**src/rtl/mem_arb_pkg.sv**
```systemverilog
// Shared types for the two-port memory arbiter: FSM state encoding and requester port indices.
package mem_arb_pkg;

    typedef enum logic [1:0] {
        StIdle   = 2'd0,
        StAccCpu = 2'd1,
        StAccDbg = 2'd2
    } arb_state_e;

    localparam logic PORT_CPU = 1'b0;
    localparam logic PORT_DBG = 1'b1;

    function automatic arb_state_e acc_state(input logic port);
        return (port == PORT_DBG) ? StAccDbg : StAccCpu;
    endfunction

endpackage

```
**src/rtl/arb_pick.sv**
```systemverilog
// Combinational 2-way request picker. MEM_ARB_ROUND_ROBIN_EN selects round-robin on ties;
// otherwise the CPU port has fixed priority.
module arb_pick
    import mem_arb_pkg::*;
(
    input  logic [1:0] req,
    input  logic       last,
    output logic       valid,
    output logic       winner
);

`ifdef MEM_ARB_ROUND_ROBIN_EN
    always_comb begin
        valid  = |req;
        winner = PORT_CPU;
        if (req[PORT_CPU] && req[PORT_DBG]) begin
            winner = ~last;
        end else if (req[PORT_DBG]) begin
            winner = PORT_DBG;
        end
    end
`else
    // Pointer is only meaningful in round-robin builds.
    logic unused_last;
    assign unused_last = last;

    always_comb begin
        valid  = |req;
        winner = PORT_CPU;
        if (!req[PORT_CPU] && req[PORT_DBG]) begin
            winner = PORT_DBG;
        end
    end
`endif

endmodule

```
**src/rtl/mem_arbiter.sv**
```systemverilog
// Arbitrates a negedge-clocked single-port memory between the CPU and debug ports, one access per
// two clocks, registered outputs. Build option MEM_ARB_ROUND_ROBIN_EN (see arb_pick).
module mem_arbiter
    import mem_arb_pkg::*;
#(
    parameter int unsigned WIDTH         = 8,
    parameter int unsigned RAM_ADDR_BITS = 8
) (
    input  logic                     clk,
    input  logic                     reset,

    input  logic                     cpu_req,
    input  logic                     cpu_we,
    input  logic [RAM_ADDR_BITS-1:0] cpu_adr,
    input  logic [WIDTH-1:0]         cpu_wdata,
    output logic                     cpu_gnt,
    output logic                     cpu_done,
    output logic [WIDTH-1:0]         cpu_rdata,

    input  logic                     dbg_req,
    input  logic                     dbg_we,
    input  logic [RAM_ADDR_BITS-1:0] dbg_adr,
    input  logic [WIDTH-1:0]         dbg_wdata,
    output logic                     dbg_gnt,
    output logic                     dbg_done,
    output logic [WIDTH-1:0]         dbg_rdata,

    output logic                     mem_en,
    output logic                     mem_we,
    output logic [RAM_ADDR_BITS-1:0] mem_adr,
    output logic [WIDTH-1:0]         mem_wdata,
    input  logic [WIDTH-1:0]         mem_rdata
);

    arb_state_e               state_q, state_d;
    logic                     last_q, last_d;
    logic                     mem_en_q, mem_en_d;
    logic                     mem_we_q, mem_we_d;
    logic [RAM_ADDR_BITS-1:0] mem_adr_q, mem_adr_d;
    logic [WIDTH-1:0]         mem_wdata_q, mem_wdata_d;
    logic                     cpu_gnt_q, cpu_gnt_d;
    logic                     dbg_gnt_q, dbg_gnt_d;
    logic                     cpu_done_q, cpu_done_d;
    logic                     dbg_done_q, dbg_done_d;
    logic [WIDTH-1:0]         cpu_rdata_q, cpu_rdata_d;
    logic [WIDTH-1:0]         dbg_rdata_q, dbg_rdata_d;

    logic pick_valid;
    logic pick_winner;

    arb_pick u_arb_pick (
        .req    ({dbg_req, cpu_req}),
        .last   (last_q),
        .valid  (pick_valid),
        .winner (pick_winner)
    );

    always_comb begin
        state_d     = state_q;
        last_d      = last_q;
        mem_en_d    = 1'b0;
        mem_we_d    = 1'b0;
        mem_adr_d   = mem_adr_q;
        mem_wdata_d = mem_wdata_q;
        cpu_gnt_d   = 1'b0;
        dbg_gnt_d   = 1'b0;
        cpu_done_d  = 1'b0;
        dbg_done_d  = 1'b0;
        cpu_rdata_d = cpu_rdata_q;
        dbg_rdata_d = dbg_rdata_q;

        unique case (state_q)
            StIdle: begin
                if (pick_valid) begin
                    mem_en_d = 1'b1;
                    last_d   = pick_winner;
                    state_d  = acc_state(pick_winner);
                    if (pick_winner == PORT_DBG) begin
                        mem_we_d    = dbg_we;
                        mem_adr_d   = dbg_adr;
                        mem_wdata_d = dbg_wdata;
                        dbg_gnt_d   = 1'b1;
                    end else begin
                        mem_we_d    = cpu_we;
                        mem_adr_d   = cpu_adr;
                        mem_wdata_d = cpu_wdata;
                        cpu_gnt_d   = 1'b1;
                    end
                end
            end
            // Memory completed the access on the falling edge inside this cycle.
            StAccCpu: begin
                cpu_rdata_d = mem_rdata;
                cpu_done_d  = 1'b1;
                state_d     = StIdle;
            end
            StAccDbg: begin
                dbg_rdata_d = mem_rdata;
                dbg_done_d  = 1'b1;
                state_d     = StIdle;
            end
            default: begin
                state_d = StIdle;
            end
        endcase
    end

    always_ff @(posedge clk) begin
        if (reset) begin
            state_q     <= StIdle;
            last_q      <= PORT_CPU;
            mem_en_q    <= 1'b0;
            mem_we_q    <= 1'b0;
            mem_adr_q   <= '0;
            mem_wdata_q <= '0;
            cpu_gnt_q   <= 1'b0;
            dbg_gnt_q   <= 1'b0;
            cpu_done_q  <= 1'b0;
            dbg_done_q  <= 1'b0;
            cpu_rdata_q <= '0;
            dbg_rdata_q <= '0;
        end else begin
            state_q     <= state_d;
            last_q      <= last_d;
            mem_en_q    <= mem_en_d;
            mem_we_q    <= mem_we_d;
            mem_adr_q   <= mem_adr_d;
            mem_wdata_q <= mem_wdata_d;
            cpu_gnt_q   <= cpu_gnt_d;
            dbg_gnt_q   <= dbg_gnt_d;
            cpu_done_q  <= cpu_done_d;
            dbg_done_q  <= dbg_done_d;
            cpu_rdata_q <= cpu_rdata_d;
            dbg_rdata_q <= dbg_rdata_d;
        end
    end

    assign mem_en    = mem_en_q;
    assign mem_we    = mem_we_q;
    assign mem_adr   = mem_adr_q;
    assign mem_wdata = mem_wdata_q;
    assign cpu_gnt   = cpu_gnt_q;
    assign dbg_gnt   = dbg_gnt_q;
    assign cpu_done  = cpu_done_q;
    assign dbg_done  = dbg_done_q;
    assign cpu_rdata = cpu_rdata_q;
    assign dbg_rdata = dbg_rdata_q;

endmodule

```
**config.mk**
```make
export PLATFORM = sky130hd
export DESIGN_NAME = mem_arbiter
export DESIGN_NICKNAME = d
export VERILOG_FILES = /design/src/rtl/mem_arb_pkg.sv /design/src/rtl/arb_pick.sv /design/src/rtl/mem_arbiter.sv
export SDC_FILE = /design/constraint.sdc
export NUM_CORES = 1
export LEC_CHECK = 0
export CORE_MARGIN = 2
export CORE_UTILIZATION = 39
export DETAILED_ROUTE_END_ITERATION = 16
export GPL_ROUTABILITY_DRIVEN = 0
export PLACE_DENSITY = 0.83
export SYNTH_ARGS = -nofsm -noshare
export SYNTH_HDL_FRONTEND = slang
export SYNTH_SLANG_ARGS = --single-unit
```
**constraint.sdc**
```tcl
create_clock -name clk -period 1.35 [get_ports clk]
set_input_delay 0.135 -clock clk [delete_from_list [all_inputs] [get_ports clk]]
set_output_delay 0.135 -clock clk [all_outputs]
set_load 0.005 [all_outputs]
```
==> flow_metrics.env, run 1 <==
export IMPL_fin_skew_ps=7.96
export IMPL_hold_viol_final=0
export IMPL_crit_type="reg -> out"
export IMPL_cp_max_fo=2
export IMPL_dp_cells=314
export IMPL_drc=0
export IMPL_grt_pass1_wl_um=6870
export IMPL_rows=23
export IMPL_clk_pin_slew_ps=80
export IMPL_max_slew_margin_rel=0.768
export IMPL_cts_resized_gates=0
export IMPL_run_status="finished clean"
export IMPL_routed_wl_um=4230
export IMPL_fp_dieW_um=68.6
export IMPL_rsz0062_at_grt="no"
export IMPL_grtUsageTotal=0.197
export IMPL_timing_final_crit_period_ps=1290
export IMPL_grt_pass1_vias=1615
export IMPL_p_per_area_mw_per_mm2=1070
export IMPL_worstSetupEndpoint="dbg_rdata[7]"
export IMPL_post_synth_num_cell_types=20
export IMPL_cp_depth=1
export IMPL_final_max_slew_viol_count=0
export IMPL_ff2ff_setup_slack_ps=180
export IMPL_netlist_instances=189
export IMPL_ir_worst_vdd_mv=0.536
export IMPL_dp_hpwl_um=3160
export IMPL_power_leakage_uw=0.000965
export IMPL_cts_tree="yes"
export IMPL_path_cells="clkdlybuf4s50_1"
export IMPL_finalPower_uw=2820
export IMPL_synth_seq_cells=40
export IMPL_stdcell_count=322
export IMPL_insertion_delay_ps=290
export IMPL_crit_required_ps=1220
export IMPL_worstRegToRegCells=4
export IMPL_period_share=0.956
export IMPL_slowest_stage="clkdlybuf4s50_1"
export IMPL_clock_sinks=40
export IMPL_core_area_mm2=0.00400
export IMPL_cts_root_buffer="clkbuf_8"
export IMPL_numCtsBuffers=5
export IMPL_maxCapViolCount=0
export IMPL_area_growth_pct=61.5
export IMPL_first_iter_violations=94
export IMPL_arrival_ps=1160
export IMPL_grt_overflow_total=0
export IMPL_synth_area_per_cell_um2=8.61
export IMPL_hold_path_startpoint="cpu_wdata[0]"
export IMPL_port_buffers=83
export IMPL_ys_seq_area_frac=0.492
export IMPL_cp_start_kind="flip-flop"
export IMPL_wl_per_cell_um=13.1
export IMPL_fill_cells=347
export IMPL_syn_nets=235
export IMPL_die_h_um=68.6
export IMPL_start_util=0.407
export IMPL_cp_num_buf_inv=1
export IMPL_antenna_found_initial=0
export IMPL_post_cts_setup_buffer_count=0
export IMPL_setup_violations=0
export IMPL_r2r_end="mem_wdata[1]"
export IMPL_setup_worst_path_end_class="output pin"
export IMPL_hold_depth=3
export IMPL_dr_pass1_iters=4
export IMPL_fin_nets=317
export IMPL_synth_area_mm2=0.00163
export IMPL_die_area_mm2=0.00471
export IMPL_grt_max_degree=24
export IMPL_final_layout_size_suffix_gt1_frac=0.107
export IMPL_avgViaCountPerCell=5.07
export IMPL_r2r_start="state_q[1]"
export IMPL_n_antenna_cell=0
export IMPL_hold_slack_ps=417
export IMPL_cts_hold_buf=0
export IMPL_final_util=0.657
export IMPL_cpPeakStageDelay_ps=510
export IMPL_startpoint="dbg_rdata[7]"
export IMPL_tns_ps=0
export IMPL_crit_family="buffers and inverters"
export IMPL_num_io_pins=84
export IMPL_hold_path_class="in -> reg"
export IMPL_worstMarginPinSlew_ps=348
export IMPL_vias=1631
export IMPL_cts_path_max_buffers=2
export IMPL_synth_warnings=0
export IMPL_drtAntennaViolNets=0
export IMPL_htreeDepth=2
export IMPL_fmax_mhz=774
==> layout by cell type (no fill, tap or decap) <==
master / instances
buf_12: 2
a21oi_1: 32
nand2_1: 64
clkdlybuf4s50_1: 83
clkinv_2: 1
and2_4: 1
nor4_1: 3
a311oi_1: 7
dfxtp_1: 40
bufinv_16: 1
nor2b_1: 3
and2b_1: 1
clkbuf_8: 5
nor4b_1: 2
a311oi_2: 9
nor2_4: 1
nor2_1: 2
nand2b_1: 3
buf_4: 9
or2_1: 1
clkbuf_1: 1
a22oi_1: 1
==> how the worst min path moves through the flow <==
stage	end
floorplan	cpu_rdata[0]
global placement	dbg_rdata[6]
detailed placement	dbg_rdata[6]
CTS	mem_wdata[0]
global route	mem_wdata[0]
finish	mem_wdata[0]
==> routing by layer <==
metal,GRT usage,share of wire,up-vias
met4,0.0925,0.021,0
met2,0.351,0.49,75
li1,-,-,807
met1,0.209,0.40,740
met3,0.0617,0.092,9
met5,0,0,-
==> Yosys cell counts <==
| master | instances | area [um^2] |
|---|---|---|
| a21oi_1 | 32 | 160 |
| nor2_1 | 2 | 7.51 |
| buf_2 | 8 | 40.0 |
| and2b_1 | 1 | 7.51 |
| clkbuf_1 | 7 | 26.3 |
| buf_1 | 1 | 3.75 |
| or2_1 | 1 | 6.26 |
| nand2b_1 | 3 | 18.8 |
| nor4_1 | 3 | 18.8 |
| and2_4 | 1 | 8.76 |
| nand2_1 | 64 | 240 |
| a311oi_1 | 7 | 61.3 |
| buf_6 | 2 | 22.5 |
| nor4b_1 | 2 | 17.5 |
| a311oi_2 | 9 | 135 |
| a22oi_1 | 1 | 7.51 |
| nor2_4 | 1 | 11.3 |
| nor2b_1 | 3 | 18.8 |
| dfxtp_1 | 40 | 801 |
| buf_8 | 1 | 15.0 |
==> sequential cells by signal, indices dropped and copies added, names as in the netlist <==
| name | cells |
|---|---|
| dbg_rdata | 8 |
| mem_en | 1 |
| dbg_done | 1 |
| state_q | 2 |
| mem_wdata | 8 |
| mem_adr | 8 |
| cpu_done | 1 |
| dbg_gnt | 1 |
| mem_we | 1 |
| cpu_rdata | 8 |
| cpu_gnt | 1 |
==> report_power, final <==
part | leakage, uW | switching, uW | internal [uW]
Sequential | 0.000329 | 44.8 | 1260
Combinational | 0.000581 | 222 | 353
Clock | 0.0000552 | 394 | 548
Total | 0.000965 | 660 | 2160
==> per-stage QoR <==
stage | cell area, um^2 | worst slack (ps)
6_report | 2630 | 58.8
5_1_grt | 2630 | 17.0
2_1_floorplan | 1630 | 136
4_1_cts | 2630 | 52.7
3_5_place_dp | 2520 | -148
3_3_place_gp | 2520 | -73.7
==> logic make-up (layout without fill, tap and decap cells) <==
| logic type | Yosys count | after routing | share of synthesized area |
|---|---|---|---|
| buf+inv | 19 | 102 | 0.0661 |
| flops | 40 | 40 | 0.492 |
| compound gates | 49 | 49 | 0.224 |
| simple gates | 81 | 81 | 0.218 |
==> worst reg2reg max path: stages (launching register included) <==
cell and delay [ps]:
dfxtp_1 370, nor2_4 130, buf_4 220, a21oi_1 90, a311oi_1 270
==> area by class of cell <==
type	instances	area, um^2	share of cell area
repair buffers	94	938	0.357
multi-input cells	130	719	0.274
well taps	50	62.6	0.0238
flip-flops and latches	40	801	0.305
clock buffers	6	72.6	0.0276
clock inverters	2	35.0	0.0133
No activity file was read; power rests on OpenSTA's default activity.
==> inputs of run 2 (changes only) <==
Settings changed: TNS_END_PERCENT from default to 30.
==> results of run 2 <==
The final DEF is identical to that of run 1; final timing and power are the same.
==> inputs of run 3 (changes only) <==
Settings changed: CORE_UTILIZATION 39 to 35, PLACE_DENSITY 0.83 to 0.79, SKIP_LAST_GASP from default to 1.
Clock period 1.35 ns to 1 ns, I/O delays scaled along.
==> flow_metrics.env, run 3 (synthesized netlist as in run 1, its figures left out) <==
export IMPL_hold_viol_final=0
export IMPL_numCtsBuffers=5
export IMPL_grt_pass1_vias=1548
export IMPL_run_status="finished with violations"
export IMPL_drc=0
export IMPL_hold_path_startpoint="cpu_req"
export IMPL_die_area_mm2=0.00521
export IMPL_stdcell_count=330
export IMPL_port_buffers=83
export IMPL_drtAntennaViolNets=0
export IMPL_cp_max_fo=1
export IMPL_clock_sinks=40
export IMPL_cts_root_buffer="clkbuf_8"
export IMPL_fp_dieW_um=72.2
export IMPL_ir_worst_vdd_mv=0.760
export IMPL_avgViaCountPerCell=5.12
export IMPL_max_slew_margin_rel=0.848
export IMPL_grt_overflow_total=0
export IMPL_fill_cells=387
export IMPL_die_h_um=72.2
export IMPL_worstRegToRegCells=4
export IMPL_rsz0062_at_grt="yes"
export IMPL_fin_skew_ps=5.78
export IMPL_antenna_found_initial=0
export IMPL_cts_tree="yes"
export IMPL_dp_cells=319
export IMPL_vias=1690
export IMPL_cp_num_buf_inv=1
export IMPL_crit_family="buffers and inverters"
export IMPL_cp_depth=1
export IMPL_hold_depth=2
export IMPL_first_iter_violations=94
export IMPL_fin_nets=324
export IMPL_cts_hold_buf=0
export IMPL_r2r_end="mem_wdata[5]"
export IMPL_final_max_slew_viol_count=0
export IMPL_core_area_mm2=0.00441
export IMPL_cpPeakStageDelay_ps=490
export IMPL_fmax_mhz=847
export IMPL_grtUsageTotal=0.175
export IMPL_htreeDepth=2
export IMPL_clk_pin_slew_ps=80
export IMPL_most_common_layout_cells="64 x nand2_1, 45 x clkdlybuf4s50_1, 29 x a21oi_1"
export IMPL_cp_start_kind="flip-flop"
export IMPL_dr_pass1_iters=4
export IMPL_setup_violations=27
export IMPL_wl_per_cell_um=13.9
export IMPL_min_to="state_q[0]"
export IMPL_final_common_cell="nand2_1"
export IMPL_crit_required_ps=900
export IMPL_setup_ws_ps=-180
export IMPL_dp_hpwl_um=3150
export IMPL_worstMarginPinSlew_ps=227
export IMPL_insertion_delay_ps=290
export IMPL_final_util=0.636
export IMPL_arrival_ps=1080
export IMPL_routed_wl_um=4580
export IMPL_setup_worst_path_end_class="output pin"
export IMPL_grt_pass1_wl_um=7020
export IMPL_rows=24
export IMPL_path_cells="clkdlybuf4s50_1"
export IMPL_n_antenna_cell=0
export IMPL_r2r_start="state_q[1]"
export IMPL_power_leakage_uw=0.00138
export IMPL_ff2ff_setup_slack_ps=-150
export IMPL_period_share=1.18
export IMPL_timing_final_crit_period_ps=1180
export IMPL_num_io_pins=84
export IMPL_finalPower_uw=3740
export IMPL_slowest_stage="clkdlybuf4s50_1"
export IMPL_start_util=0.369
export IMPL_grt_max_degree=41
export IMPL_cts_path_max_buffers=2
export IMPL_final_layout_size_suffix_gt1_frac=0.205
export IMPL_hold_path_class="in -> reg"
export IMPL_area_growth_pct=72.6
export IMPL_crit_type="reg -> out"
export IMPL_p_per_area_mw_per_mm2=1330
export IMPL_violations="negative setup slack"
export IMPL_maxCapViolCount=0
## run 3: cell types whose count changed in the layout (fill, tap and decap cells not counted), moves of 12 or more
cell and delta:
clkdlybuf4s50_1 -38, dlygate4sd2_1 +19, dlymetal6s2s_1 +18, dfxtp_1 -13, dfxtp_2 +12
## run 3: metrics by stage
| step | setup TNS, ps | hold slack, ps | instance area [um^2] | worst slack, ps |
|---|---|---|---|---|
| 6_report | -2470 | 170 | 2810 | -180 |
| 4_1_cts | -6590 | 360 | 2670 | -257 |
| 3_5_place_dp | -8740 | 450 | 2580 | -466 |
| 3_3_place_gp | -7980 | 443 | 2580 | -400 |
| 5_1_grt | -4590 | 175 | 2810 | -228 |
| 2_1_floorplan | -2620 | 236 | 1640 | -182 |
## run 3: final cells by class
cell class | instances | area [um^2] | area share
clock buffers | 7 | 96.3 | 0.0343
multi-input cells | 132 | 776 | 0.276
flip-flops and latches | 40 | 820 | 0.292
well taps | 52 | 65.1 | 0.0232
repair buffers | 99 | 1050 | 0.375
## run 3: report_power, final
group	internal, uW	leakage [uW]	switching [uW]	total [uW]
Clock	614	0.0000503	529	1140
Combinational	488	0.000992	337	825
Sequential	1710	0.000334	63.7	1770
Total	2810	0.00138	930	3740
## run 3: worst max path at each step
stage / slack (ps) / to / from
2_1_floorplan: -180 / mem_adr[0] / state_q[0]
3_3_place_gp: -400 / mem_adr[6] / cpu_req
3_5_place_dp: -470 / mem_wdata[3] / cpu_req
4_1_cts: -260 / mem_wdata[3] / mem_wdata[3]
5_1_grt: -230 / cpu_done / cpu_done
6_report: -180 / cpu_done / cpu_done
## run 3: timing repair
action / CTS / global route
resized for setup: 30 / 32
hold endpoints to repair: 0 / 0
gates cloned: 0 / 3
buffers inserted: 0 / 1
endpoints found under the setup margin: 72 / 66
pin swaps: 0 / 4
## run 3: metal layers
layer	global-route usage	routed length, um	up-vias
met5	0	0	-
met1	0.205	1900	768
met4	0.0713	89	0
met2	0.280	2100	85
met3	0.0778	492	12
li1	-	-	825
